**config.mk**
```make
export PLATFORM = sky130hd
export DESIGN_NAME = uc_seq_flat
export DESIGN_NICKNAME = d
export VERILOG_FILES = /design/src/rtl/uc_seq_if.sv /design/src/rtl/uc_seq.sv /design/src/flat_wrapper.sv
export SDC_FILE = /design/constraint.sdc
export NUM_CORES = 1
export LEC_CHECK = 0
export CAP_MARGIN = 20
export CORE_ASPECT_RATIO = 1.75
export CORE_MARGIN = 1.5
export CORE_UTILIZATION = 40
export CTS_BUF_LIST = sky130_fd_sc_hd__clkbuf_4 sky130_fd_sc_hd__clkbuf_8
export CTS_CLUSTER_SIZE = 10
export DETAILED_ROUTE_END_ITERATION = 8
export PLACE_DENSITY = 0.86
export REMOVE_ABC_BUFFERS = 1
export SYNTH_ARGS = -nofsm -noshare
export SYNTH_HDL_FRONTEND = slang
export SYNTH_SLANG_ARGS = --single-unit
export TNS_END_PERCENT = 100
```
**constraint.sdc**
```tcl
create_clock -name clk -period 1.5 [get_ports clk]
set_clock_uncertainty 0.05 [all_clocks]
set_input_delay 0.225 -clock clk [delete_from_list [all_inputs] [get_ports clk]]
set_output_delay 0.225 -clock clk [all_outputs]
set_load 0.005 [all_outputs]
```
**src/rtl/uc_seq_if.sv**
```systemverilog
// Control bundle between the sequencing control unit and the 8-bit datapath.
//   opcode : instr[15:10] from program memory (datapath -> control)
//   z      : registered zero flag (datapath -> control)
//   s_inc  : 1 = PC+1, 0 = jump target instr[9:0]
//   s_inm  : 1 = register-file write data is the immediate
//   we3    : register-file write enable
//   wez    : zero-flag load enable
//   op_alu : ALU operation select
//   pc_en  : PC register load enable
// master = control unit side, slave = datapath side.
interface uc_seq_if;
    localparam int unsigned OPC_W = 6;
    localparam int unsigned ALU_W = 3;

    logic [OPC_W-1:0] opcode;
    logic             z;
    logic             s_inc;
    logic             s_inm;
    logic             we3;
    logic             wez;
    logic [ALU_W-1:0] op_alu;
    logic             pc_en;

    modport master (
        input  opcode, z,
        output s_inc, s_inm, we3, wez, op_alu, pc_en
    );

    modport slave (
        output opcode, z,
        input  s_inc, s_inm, we3, wez, op_alu, pc_en
    );
endinterface

```
**src/rtl/uc_seq.sv**
```systemverilog
// Sequencing control unit for the 8-bit single-cycle datapath.
// Decodes the opcode into datapath controls while in RUN, and sequences
// IDLE/RUN/PAUSE/HALT with optional single-step. Keeps a saturating
// retired-instruction counter and a sticky illegal-opcode flag.
//   clk, reset   : clock, asynchronous active-low reset
//   start        : pulse, IDLE -> RUN
//   step_mode    : 1 = pause after every retired instruction
//   step         : pulse, PAUSE -> RUN for one instruction
//   dp           : datapath control bundle (uc_seq_if.master)
//   halted       : 1 while in HALT
//   illegal      : sticky, set when an illegal opcode retires
//   instr_count  : retired instructions, saturating
module uc_seq #(
    parameter int unsigned CNT_W = 16
) (
    input  logic             clk,
    input  logic             reset,
    input  logic             start,
    input  logic             step_mode,
    input  logic             step,
    uc_seq_if.master         dp,
    output logic             halted,
    output logic             illegal,
    output logic [CNT_W-1:0] instr_count
);

    localparam int unsigned ALU_W = 3;

    typedef enum logic [1:0] {
        IDLE  = 2'd0,
        RUN   = 2'd1,
        PAUSE = 2'd2,
        HALT  = 2'd3
    } state_t;

    state_t state_q;
    state_t state_d;
    logic   retire;
    logic   illegal_set;
    logic   halt_op;

    // Operand bits of the opcode field belong to the datapath, not to decode.
    logic   unused_operand;
    assign unused_operand = ^dp.opcode[1:0];

    // State register.
    always_ff @(posedge clk or negedge reset) begin
        if (!reset) begin
            state_q <= IDLE;
        end else begin
            state_q <= state_d;
        end
    end

    // Next state and decode; defaults are the safe (non-RUN) outputs.
    always_comb begin
        state_d     = state_q;
        dp.pc_en    = 1'b0;
        dp.we3      = 1'b0;
        dp.wez      = 1'b0;
        dp.s_inc    = 1'b1;
        dp.s_inm    = 1'b0;
        dp.op_alu   = ALU_W'(0);
        retire      = 1'b0;
        illegal_set = 1'b0;
        halt_op     = 1'b0;

        case (state_q)
            IDLE: begin
                if (start) begin
                    state_d = RUN;
                end
            end
            PAUSE: begin
                if (step) begin
                    state_d = RUN;
                end
            end
            HALT: begin
                state_d = HALT;
            end
            RUN: begin
                if (dp.opcode[5]) begin
                    dp.op_alu = dp.opcode[4:2];
                    dp.we3    = 1'b1;
                    dp.wez    = 1'b1;
                end else begin
                    case (dp.opcode[4:2])
                        3'b000: begin
                            dp.we3   = 1'b1;
                            dp.s_inm = 1'b1;
                        end
                        3'b001:  dp.s_inc = 1'b0;
                        // z is the flag latched by the previous ALU instruction
                        3'b010:  dp.s_inc = ~dp.z;
                        3'b011:  dp.s_inc = dp.z;
                        3'b100:  dp.s_inc = 1'b1;
                        3'b101,
                        3'b110:  illegal_set = 1'b1;
                        default: halt_op = 1'b1;
                    endcase
                end

                // HALT keeps the PC on itself and does not retire.
                if (halt_op) begin
                    state_d = HALT;
                end else begin
                    dp.pc_en = 1'b1;
                    retire   = 1'b1;
                    state_d  = step_mode ? PAUSE : RUN;
                end
            end
            default: begin
                state_d = IDLE;
            end
        endcase
    end

    // Sticky illegal flag and saturating retire counter.
    always_ff @(posedge clk or negedge reset) begin
        if (!reset) begin
            illegal     <= 1'b0;
            instr_count <= CNT_W'(0);
        end else begin
            if (illegal_set) begin
                illegal <= 1'b1;
            end
            if (retire && (instr_count != {CNT_W{1'b1}})) begin
                instr_count <= instr_count + CNT_W'(1);
            end
        end
    end

    assign halted = (state_q == HALT);

endmodule

```
**src/flat_wrapper.sv**
```systemverilog
// flat-port wrapper written by rule: the top's interface ports become plain ports
module uc_seq_flat 
#(
    parameter int unsigned CNT_W = 16
)
  (clk, reset, start, step_mode, step, halted, illegal, instr_count, dp_opcode, dp_z, dp_s_inc, dp_s_inm, dp_we3, dp_wez, dp_op_alu, dp_pc_en);
  uc_seq_if dp_i ();
  input  logic clk;
  input  logic reset;
  input  logic start;
  input  logic step_mode;
  input  logic step;
  output logic halted;
  output logic illegal;
  output logic [CNT_W-1:0] instr_count;
  input wire logic [$bits(dp_i.opcode)-1:0] dp_opcode;
  input wire logic [$bits(dp_i.z)-1:0] dp_z;
  output wire logic [$bits(dp_i.s_inc)-1:0] dp_s_inc;
  output wire logic [$bits(dp_i.s_inm)-1:0] dp_s_inm;
  output wire logic [$bits(dp_i.we3)-1:0] dp_we3;
  output wire logic [$bits(dp_i.wez)-1:0] dp_wez;
  output wire logic [$bits(dp_i.op_alu)-1:0] dp_op_alu;
  output wire logic [$bits(dp_i.pc_en)-1:0] dp_pc_en;
  assign dp_i.opcode = dp_opcode;
  assign dp_i.z = dp_z;
  assign dp_s_inc = dp_i.s_inc;
  assign dp_s_inm = dp_i.s_inm;
  assign dp_we3 = dp_i.we3;
  assign dp_wez = dp_i.wez;
  assign dp_op_alu = dp_i.op_alu;
  assign dp_pc_en = dp_i.pc_en;
  uc_seq #(.CNT_W(CNT_W)) u_core (.clk(clk), .reset(reset), .start(start), .step_mode(step_mode), .step(step), .dp(dp_i), .halted(halted), .illegal(illegal), .instr_count(instr_count));
endmodule
```
==> results.sh <==
export IMPL_worst_path_largest_cell_delay_ns=0.45
export IMPL_failed_checks="negative setup slack"
export IMPL_slew_limit_headroom_pct=68.79
export IMPL_first_iter_violations=57
export IMPL_viasPerCell=5.866
export IMPL_r2r_cells=6
export IMPL_min_period_ns=1.837
export IMPL_grtUsageMet3_pct=4.726
export IMPL_use_met1_pct=30.57
export IMPL_met2_usage_pct=54.04
export IMPL_synth_edf_count=0
export IMPL_r2r_slack_ns=-0.34
export IMPL_drc_errors=0
export IMPL_dpl_hpwl_mm=2.605
export IMPL_hold_violations=0
export IMPL_cts_root_buf="clkbuf_8"
export IMPL_cts_num_sinks=19
export IMPL_grt_setup_unrepaired="true"
export IMPL_worst_slew_pin_slew_ns=0.4633
export IMPL_place_gp_congestion=0.8678
export IMPL_wirelength_mm=5.160
export IMPL_critPathCaptureType="flop"
export IMPL_cts_buffer_depth=2
export IMPL_synth_xor_area_share_pct=9.535
export IMPL_synthArstFlopShare_pct=100.0
export IMPL_pwr_density_cell_mw_per_mm2=1058
export IMPL_synth_compound_area_share_pct=3.405
export IMPL_setup_viol=24
export IMPL_dpl_cell_count=212
export IMPL_coreArea_mm2=0.002659
export IMPL_port_buffers=35
export IMPL_required_ns=1.59
export IMPL_yosysWarningCount=0
export IMPL_finalCritPeriodShare_pct=122.4
export IMPL_worstSkewPairLatency_ns=0.26
export IMPL_ios=38
export IMPL_synthSimpleGateAreaFrac_pct=36.44
export IMPL_top_usage_layer="met2"
export IMPL_ys_seq_elements=19
export IMPL_grt_overflow=0
export IMPL_min_path_type="primary input to async pin"
export IMPL_yosys_cell_types_count=37
export IMPL_vias=1396
export IMPL_htreeDepth=1
export IMPL_die_h_um=72.45
export IMPL_post_drt_wl_per_cell_um=21.68
export IMPL_slowest_stage="dfrtp_1"
export IMPL_syn_inst=108
export IMPL_cp_max_fo=3
export IMPL_synth_adder_area_share_pct=1.135
export IMPL_first_pass_iters=4
export IMPL_grt_pass1_wl_mm=6.734
export IMPL_status="finished with violations"
export IMPL_area_growth_pct=110.1
export IMPL_rows=25
export IMPL_power_leakage_uw=0.001211
export IMPL_critPathKind="flop to flop"
export IMPL_arrival_ns=1.93
export IMPL_fp_dieArea_mm2=0.003092
export IMPL_crit_chain="buf_6 > nand4_1 > nor4_4 > buf_4 > nor2_4 > mux2_4"
export IMPL_synth_top_family_by_area="simple AND/OR/NAND/NOR gates"
export IMPL_path_clk_slew_ns=0.08
export IMPL_start_kind="flop"
export IMPL_start_util_pct=41.46
export IMPL_final_core_util_pct=87.11
export IMPL_die_w_um=42.68
export IMPL_fillCellCount=126
export IMPL_nets=225
export IMPL_hold_ws_ns=0.2641
export IMPL_cts_hold_buf=0
export IMPL_antenna_found_initial=0
export IMPL_peakVddDrop_mv=0.9568
export IMPL_synth_main_ff_cell="dfrtp_1"
export IMPL_cts_buffers=3
export IMPL_setup_slack_ns=-0.3366
export IMPL_slew_violations=0
export IMPL_fmax_ghz=0.5445
export IMPL_ant_nets=0
export IMPL_drive_above_1_share_pct=56.40
export IMPL_cts_tree="done"
export IMPL_synthMuxAreaShare_pct=5.335
export IMPL_grt_pass1_vias=1324
export IMPL_synth_avg_cell_area_um2=10.21
export IMPL_netlist_area_mm2=0.001102
export IMPL_grtUsageTotal_pct=29.64
export IMPL_drv_cap=0
export IMPL_yosysSeqAreaShare_pct=43.13
export IMPL_grt_max_degree=20
export IMPL_final_cells=238
export IMPL_diodes=0
## cells in the final DEF, fill, tap and decap left out, types with 2 or more instances in the layout
cell             instances
and3_4                   3
clkbuf_8                 3
clkdlybuf4s50_1          6
xor2_1                  10
dlygate4sd2_1           15
nor3_2                   2
and2_1                   2
dlymetal6s2s_1           4
nor2_4                   2
o32a_1                   2
mux2_4                   4
and3_1                   2
nand3_1                  2
buf_4                   52
xor2_2                   2
nor2_1                   6
nor4_2                   2
buf_2                    5
nand2b_1                 2
nor3_4                   6
dfrtp_1                 19
nand4_1                  2
nand2_1                 10
nor4_4                   6
nand3_2                  3
buf_6                   16
## flip-flops by register name, indices dropped and copies added (netlist names)
signal,count
u_core.illegal,1
u_core.instr_count,16
u_core.state_q,2
## metrics by stage
step / setup TNS (ns) / setup WS [ns] / area, um2 / total power, uW
2_1_floorplan: -1.009 / -0.1898 / 1099 / 1045
3_3_place_gp: -7.906 / -0.5093 / 1805 / 1628
3_5_place_dp: -8.600 / -0.5582 / 1805 / 1672
4_1_cts: -2.911 / -0.1898 / 2126 / 2247
5_1_grt: -5.989 / -0.3571 / 2316 / 2567
6_report: -5.010 / -0.3366 / 2316 / 2451
## Yosys cell counts, types with 3 or more instances
master	n	area, um2
dfrtp_1	19	475.5
nand2_1	10	37.54
nor3_1	8	40.04
nor4_1	5	31.28
nand3_1	5	25.02
nor2_1	7	26.28
xor2_1	12	105.1
and3_1	5	31.28
nand2b_1	3	18.77
## per-layer routing
layer	wire, um	part of all wire (%)
met1	1643	32
met2	2966	57
met3	228	4.4
met4	321	6.2
met5	0	0
## where the power goes
| group | switching (uW) | internal, uW | total, uW |
|---|---|---|---|
| clock | 175 | 185 | 359 |
| combinational | 607 | 779 | 1390 |
| sequential | 93.5 | 612 | 705 |
| total | 875 | 1580 | 2450 |
## cell families (layout without fill, tap and decap cells)
kind of cell,count (synthesis),after routing
flops,19,19
simple gates,63,63
mux,5,5
xor+xnor,12,12
compound gates,5,5
buf+inv,3,106
fa+ha+maj,1,1
## final timing paths
| path | end | from |
|---|---|---|
| setup / recovery | u_core.instr_count[1] | u_core.instr_count[5] |
| hold reg to reg | u_core.illegal | u_core.illegal |
| min in group clk | u_core.illegal | u_core.illegal |
| setup reg to reg | u_core.instr_count[1] | u_core.instr_count[5] |
| hold / removal | u_core.instr_count[11] | reset |
| max in group asynchronous | u_core.instr_count[0] | reset |
## critical path: cells and delay by family, from the launching register on
kind          cells  cell delay, ns
buf+inv           2            0.33
simple gates      3            0.60
flops             1            0.45
mux               1            0.29
## layout make-up
| cell class | count | area [um2] | share of cell area, % |
|---|---|---|---|
| clock buffer | 3 | 41.29 | 1.783 |
| clock inverter | 1 | 5.005 | 0.2161 |
| inverter | 2 | 7.507 | 0.3241 |
| multi-input combinational | 86 | 890.9 | 38.47 |
| sequential | 19 | 475.5 | 20.53 |
| tap | 27 | 33.78 | 1.459 |
| timing repair buffer | 100 | 862.1 | 37.22 |
## repair_timing
| item | in CTS | in global routing |
|---|---|---|
| buffers inserted | 15 | 7 |
| setup endpoints to repair | 39 | 29 |
| pin swaps | 15 | 12 |
| resized for setup | 89 | 32 |
No activity file was read; power rests on OpenSTA's default activity.
